==> config.mk <==
export PLATFORM = sky130hd
export DESIGN_NAME = snake_state_reader
export DESIGN_NICKNAME = d
export VERILOG_FILES = /design/src/rtl/snake_state_reader.sv
export SDC_FILE = /design/constraint.sdc
export NUM_CORES = 1
export LEC_CHECK = 0
export CORE_MARGIN = 2
export CORE_UTILIZATION = 35
export CTS_BUF_LIST = sky130_fd_sc_hd__clkbuf_4
export CTS_CLUSTER_DIAMETER = 100
export DETAILED_ROUTE_END_ITERATION = 8
export PLACE_DENSITY_LB_ADDON = 0.3
export SYNTH_ARGS = -nofsm -noshare
export SYNTH_HDL_FRONTEND = slang
export SYNTH_SLANG_ARGS = --single-unit
==> constraint.sdc <==
create_clock -name clock -period 17.32 [get_ports clock]
set_input_delay 3.464 -clock clock [delete_from_list [all_inputs] [get_ports clock]]
set_output_delay 3.464 -clock clock [all_outputs]
set_load 0.02 [all_outputs]
==> src/rtl/snake_state_reader.sv <==
// ---------------------------------------------------------------------------
// snake_state_reader
//
// Takes a snapshot of the packed snake game state on request and streams it
// out one item per accepted transfer, using a valid/ready handshake.
//   items 0 .. NUM_CELLS-1          : {30'b0, cell[i]}   (2-bit board cells)
//   items NUM_CELLS .. NUM_ITEMS-1  : word[i-NUM_CELLS]  (32-bit state words)
// While a stream is running, later changes on state_in have no effect on it.
//
// Ports
//   clock     : sole clock, rising edge
//   reset     : asynchronous, active-high; aborts any stream, no done pulse
//   state_in  : packed game state (cells at the low end, then words)
//   start     : single-cycle request; honoured only while idle
//   out_ready : consumer accepts the current item on this edge
//   out_valid : out_index / out_data hold a valid item
//   out_index : item number, 0 .. NUM_ITEMS-1
//   out_data  : item payload
//   busy      : snapshot held, stream in progress
//   done      : one-cycle pulse after the last item is accepted
// ---------------------------------------------------------------------------
module snake_state_reader #(
   parameter  int NUM_CELLS = 100,
   parameter  int NUM_WORDS = 8,
   localparam int STATE_W   = 2 * NUM_CELLS + 32 * NUM_WORDS,
   localparam int NUM_ITEMS = NUM_CELLS + NUM_WORDS,
   localparam int IDX_W     = $clog2(NUM_ITEMS)
) (
   input  logic               clock,
   input  logic               reset,
   input  logic [STATE_W-1:0] state_in,
   input  logic               start,
   input  logic               out_ready,
   output logic               out_valid,
   output logic [IDX_W-1:0]   out_index,
   output logic [31:0]        out_data,
   output logic               busy,
   output logic               done
);

   typedef enum logic [1:0] {
      IDLE,
      STREAM,
      DONE
   } state_t;

   localparam logic [IDX_W-1:0] LAST_IDX = IDX_W'(NUM_ITEMS - 1);

   state_t             state;
   logic [STATE_W-1:0] snapshot;
   logic [IDX_W-1:0]   next_index;

   // Selects one item out of a packed state vector. Shifting instead of a
   // variable part-select keeps the index arithmetic width-clean.
   function automatic logic [31:0] item_of(input logic [STATE_W-1:0] s,
                                           input logic [IDX_W-1:0]   idx);
      logic [STATE_W-1:0] shifted;
      int                 i;
      // NOTE: every local gets a value on every path; a variable left
      // unassigned on some path is how latches sneak into combinational logic.
      item_of = '0;
      i       = int'(idx);
      if (i < NUM_CELLS) begin
         shifted = s >> (2 * i);
         item_of = {30'b0, shifted[1:0]};
      end else begin
         shifted = s >> (2 * NUM_CELLS + 32 * (i - NUM_CELLS));
         item_of = shifted[31:0];
      end
   endfunction

   assign next_index = out_index + 1'b1;

   // Single FSM; all outputs are registered. Data for item N+1 is fetched
   // from the snapshot on the edge that accepts item N, so a continuously
   // ready consumer sees one item per cycle.
   // NOTE: sequential state uses non-blocking assignments only, so every
   // register samples the pre-edge values regardless of statement order.
   always_ff @(posedge clock or posedge reset) begin
      if (reset) begin
         // NOTE: the snapshot is reset along with the control registers, so
         // no stale game state survives a reset even though it is wide.
         state     <= IDLE;
         snapshot  <= '0;
         out_index <= '0;
         out_data  <= '0;
         out_valid <= 1'b0;
         busy      <= 1'b0;
         done      <= 1'b0;
      end else begin
         case (state)
            IDLE: begin
               done <= 1'b0;
               if (start) begin
                  // Item 0 comes straight from state_in: the snapshot is
                  // being written on this same edge.
                  snapshot  <= state_in;
                  out_index <= '0;
                  out_data  <= item_of(state_in, {IDX_W{1'b0}});
                  out_valid <= 1'b1;
                  busy      <= 1'b1;
                  state     <= STREAM;
               end
            end

            STREAM: begin
               // out_valid is always high here, so out_ready alone marks a
               // transfer. Without it everything holds.
               if (out_ready) begin
                  if (out_index == LAST_IDX) begin
                     // Index stays at the last item; it never wraps.
                     out_valid <= 1'b0;
                     busy      <= 1'b0;
                     done      <= 1'b1;
                     state     <= DONE;
                  end else begin
                     out_index <= next_index;
                     out_data  <= item_of(snapshot, next_index);
                  end
               end
            end

            DONE: begin
               // start is deliberately not looked at here.
               done  <= 1'b0;
               state <= IDLE;
            end

            default: begin
               out_valid <= 1'b0;
               busy      <= 1'b0;
               done      <= 1'b0;
               state     <= IDLE;
            end
         endcase
      end
   end

endmodule

==> results.tsv <==
stage	metric	value	unit
floorplanning	die_height	268	um
place	placement.io_buffers	501	
clocking	worst_setup_hold_path_clk_slew	60	ps
clocking	sink_count_of_the_clock_tree	499	
critical_path	crit_chain	clkdlybuf4s50_1, nor2b_1, nor2b_4, buf_4, buf_4, buf_4, nand2_1, nand2_1	
synth	synthFlopType	dfrtp_1	
critical_path	worst_path_most_repeated_cell	buf_4	
clocking	post-cts-setup-buffers	0	
synth	area_leader_netlist	dfrtp_1	
grt	grt_max_degree	220	
synth	most_common_cell_in_the_synthesized_netlist	nand2_1	
synth	mappedNetlistArea	24400	sq um
grt	grt_overflow_total	0	
clocking	clock_insertion_delay_worst_skew	950	ps
grt	first_global_vias	21000	
run_status	outcome	finished, final reports clean	
synth	synth-seq-area-share	51.2	%
critical_path	crit_path_max_incr_delay	890	ps
floorplanning	pin_count	502	
synth	post_synth.cell_area_avg	9.00	sq um
synth	synthArstFlopShare	100	%
place	finalWeightedCongestion	0.884	
clocking	htreeDepth	4	
timing	timing.final.max_slew_violations	0	
timing	finalCritPeriodShare	37.3	%
timing	timing.max_slew.rel_slack	19.5	%
timing	maxClockFrequency	0.155	GHz
drt	first_iter_violations	2016	
synth	synthTopCellsByCount	nand2_1, dfrtp_1, clkbuf_1	
cells_and_area	instances_no_fill	4221	
min_path	worstHoldPathType	register to register	
critical_path	critical_path_class	input port to register	
min_path	worst_hold_startpoint	snapshot[269]$_DFFE_PP0P_	
synth	synth.top_cells.by_area	dfrtp_1, nand2_1, mux4_2	
cells_and_area	nets	3662	
timing	clock_skew	34.8	ps
clocking	number_of_buffers_inserted_during_clock_tree_synthesis	141	
min_path	worstHoldEndpoint	snapshot[269]$_DFFE_PP0P_	
pwr	power.ir.vdd_worst	0.0816	mV
floorplanning	initial_core_util	35.5	%
drt	route.antenna.remaining_nets	0	
cells_and_area	layout-drive-gt1-share	11.8	%
drt	route.detailed.vias_per_inst	5.07	
timing	max_slew.worst_pin.slew	1210	ps
place	placed_cells	3986	
floorplanning	rows	96	
synth	synth_cells	2711	
grt	number_of_antenna_violations_at_the_first_check_in_global_routing	5	
run	max_cap_viol_count	0	
floorplanning	floorplan.core_area	68800	sq um
timing	finalHoldViolCount	0	
critical_path	cp.arrival	7310	ps
timing	grt_setup_unrepaired	false	
critical_path	ff2ff_setup_slack	12920	ps
clocking	post_cts_hold_buffer_count	0	
critical_path	rr_worst_depth	10	
pwr	power	3840	uW
drt	routed_wirelength	91600	um
clocking	tritoncts	done	
drt	routed_wire_length_per_instance	21.7	um
clocking	post_cts_resized	0	
drt	drt_pass1_iterations	5	
synth	number_of_enable_type_register_cells_in_the_synthesized_netlist	0	
min_path	timing.hold.worst_path_depth	2	
timing	fin_setup_tns	0	ps
drt	via_count	21400	
cells_and_area	layout_area_overhead	30.5	%
synth	yosys_register_bits	499	
drt	route.detailed.drc	0	
critical_path	crit_path_max_fanout	106	
critical_path	reg2reg_from	out_index[0]$_DFFE_PP0P_	
synth	yosysTopAreaCellShare	51.2	%
floorplanning	die_width	268	um
place	dpl_cell_area	30100	sq um
pwr	leakagePower	0.0154	uW
critical_path	cp_slowest_cell	buf_4	
critical_path	critPathLaunchType	input port	
critical_path	crit-reg2reg-capture	out_data[11]$_DFFE_PP0P_	
cells_and_area	design_area_final	31900	sq um
critical_path	critical_path.endpoint_type	register	
cells_and_area	fill_cells	6661	
place	post-dp-hpwl	66300	um
clocking	clockRootBuffer	clkbuf_4	
timing	min_period	6460	ps
synth	post_synthesis_net_count	3175	
timing	setup-violations-final	0	
clocking	clock_tree.buffer_depth	3	
synth	yosysUniqueCellTypes	50	
grt	grt_pass1_wl	134000	um
floorplanning	dieArea	71900	sq um
critical_path	critical_path_required	18170	ps
pwr	power_per_cell_area	121	nW/um^2
synth	ys_warn_count	0	
grt	grt_use_total	25.5	%
[per-layer routing]
| layer | vias to the layer above | wire length [um] | global-route usage (%) |
|---|---|---|---|
| met5 | - | 0 | 0 |
| met4 | 0 | 2180 | 7.84 |
| met3 | 128 | 6950 | 5.36 |
| met2 | 903 | 43600 | 40.7 |
| met1 | 10500 | 38900 | 34.9 |
| li1 | 9865 | - | - |
[through the flow]
stage	setup slack, ps	util [%]	hold slack [ps]
finish	10860	46.3	467
global route	10620	46.3	489
CTS	11020	46.3	471
detailed placement	9960	43.8	457
global placement	10070	43.8	453
floorplan	7090	-	440
[layout by cell type, fill, tap and decap left out, types with 4 or more instances in the layout]
master / netlist / layout
nand3_1: 21 / 21
nand4_1: 8 / 8
mux4_2: 134 / 134
o31ai_1: 13 / 13
xor2_1: 5 / 4
and3_1: 4 / 4
clkinv_2: 0 / 4
clkdlybuf4s50_1: 0 / 501
xnor2_1: 6 / 5
buf_12: 0 / 5
nand2b_1: 8 / 7
dfrtp_1: 499 / 498
and2_1: 6 / 6
o221ai_1: 11 / 11
inv_1: 8 / 7
inv_2: 1 / 5
a21oi_1: 42 / 42
nor3_1: 11 / 11
clkbuf_4: 0 / 203
nand2_1: 1529 / 1529
diode_2: 0 / 6
buf_4: 14 / 19
mux2i_1: 61 / 61
o22ai_1: 13 / 13
o21ai_0: 71 / 71
nor2_1: 37 / 36
clkinv_1: 1 / 16
[critical path: cells and delay by family]
family,cells,cell delay [ps]
buffers and inverters,4,2620
and+or+nand+nor,4,1020
[worst max-delay path by stage]
stage | start | to | slack, ps | cells after the start
floorplan | reset | busy$_DFFE_PP0P_ | 7090 | 1
detailed placement | start | snapshot[253]$_DFFE_PP0P_ | 9960 | 8
finish | start | snapshot[225]$_DFFE_PP0P_ | 10860 | 8
global route | start | snapshot[225]$_DFFE_PP0P_ | 10620 | 8
global placement | start | snapshot[225]$_DFFE_PP0P_ | 10070 | 8
CTS | start | snapshot[225]$_DFFE_PP0P_ | 11020 | 8
[where the power goes]
| group | switching [uW] | total, uW | leakage [uW] | internal, uW |
|---|---|---|---|---|
| Combinational | 934 | 1470 | 0.00790 | 532 |
| Sequential | 62.7 | 1290 | 0.00646 | 1230 |
| Clock | 511 | 1090 | 0.00103 | 576 |
[layout make-up]
| type | count | area (sq um) | share of cell area [%] |
|---|---|---|---|
| Antenna cell | 6 | 15.0 | 0.0471 |
| Clock buffer | 203 | 1520 | 4.78 |
| Clock inverter | 26 | 181 | 0.569 |
| Inverter | 10 | 41.3 | 0.130 |
| Multi-Input combinational cell | 2021 | 11200 | 35.1 |
| Sequential cell | 499 | 12500 | 39.2 |
| Tap cell | 931 | 1160 | 3.66 |
| Timing Repair Buffer | 525 | 5260 | 16.5 |
[sequential cells by signal (all words and copies together), names as in the netlist]
register and flops:
out_index 7, done 1, busy 1, out_data 32
state 2, snapshot 456
[cells by family after synthesis]
kind of cell	after synthesis	share of synthesized area, %
AOI/OAI and AO/OA	172	4.18
xor gates and xnor gates	13	0.528
and+or+nand+nor	1637	25.8
buffers and inverters	191	3.30
adders and majority gates	4	0.205
muxes	195	14.9
DFF	499	51.2
No activity file was read; power rests on OpenSTA's default activity.
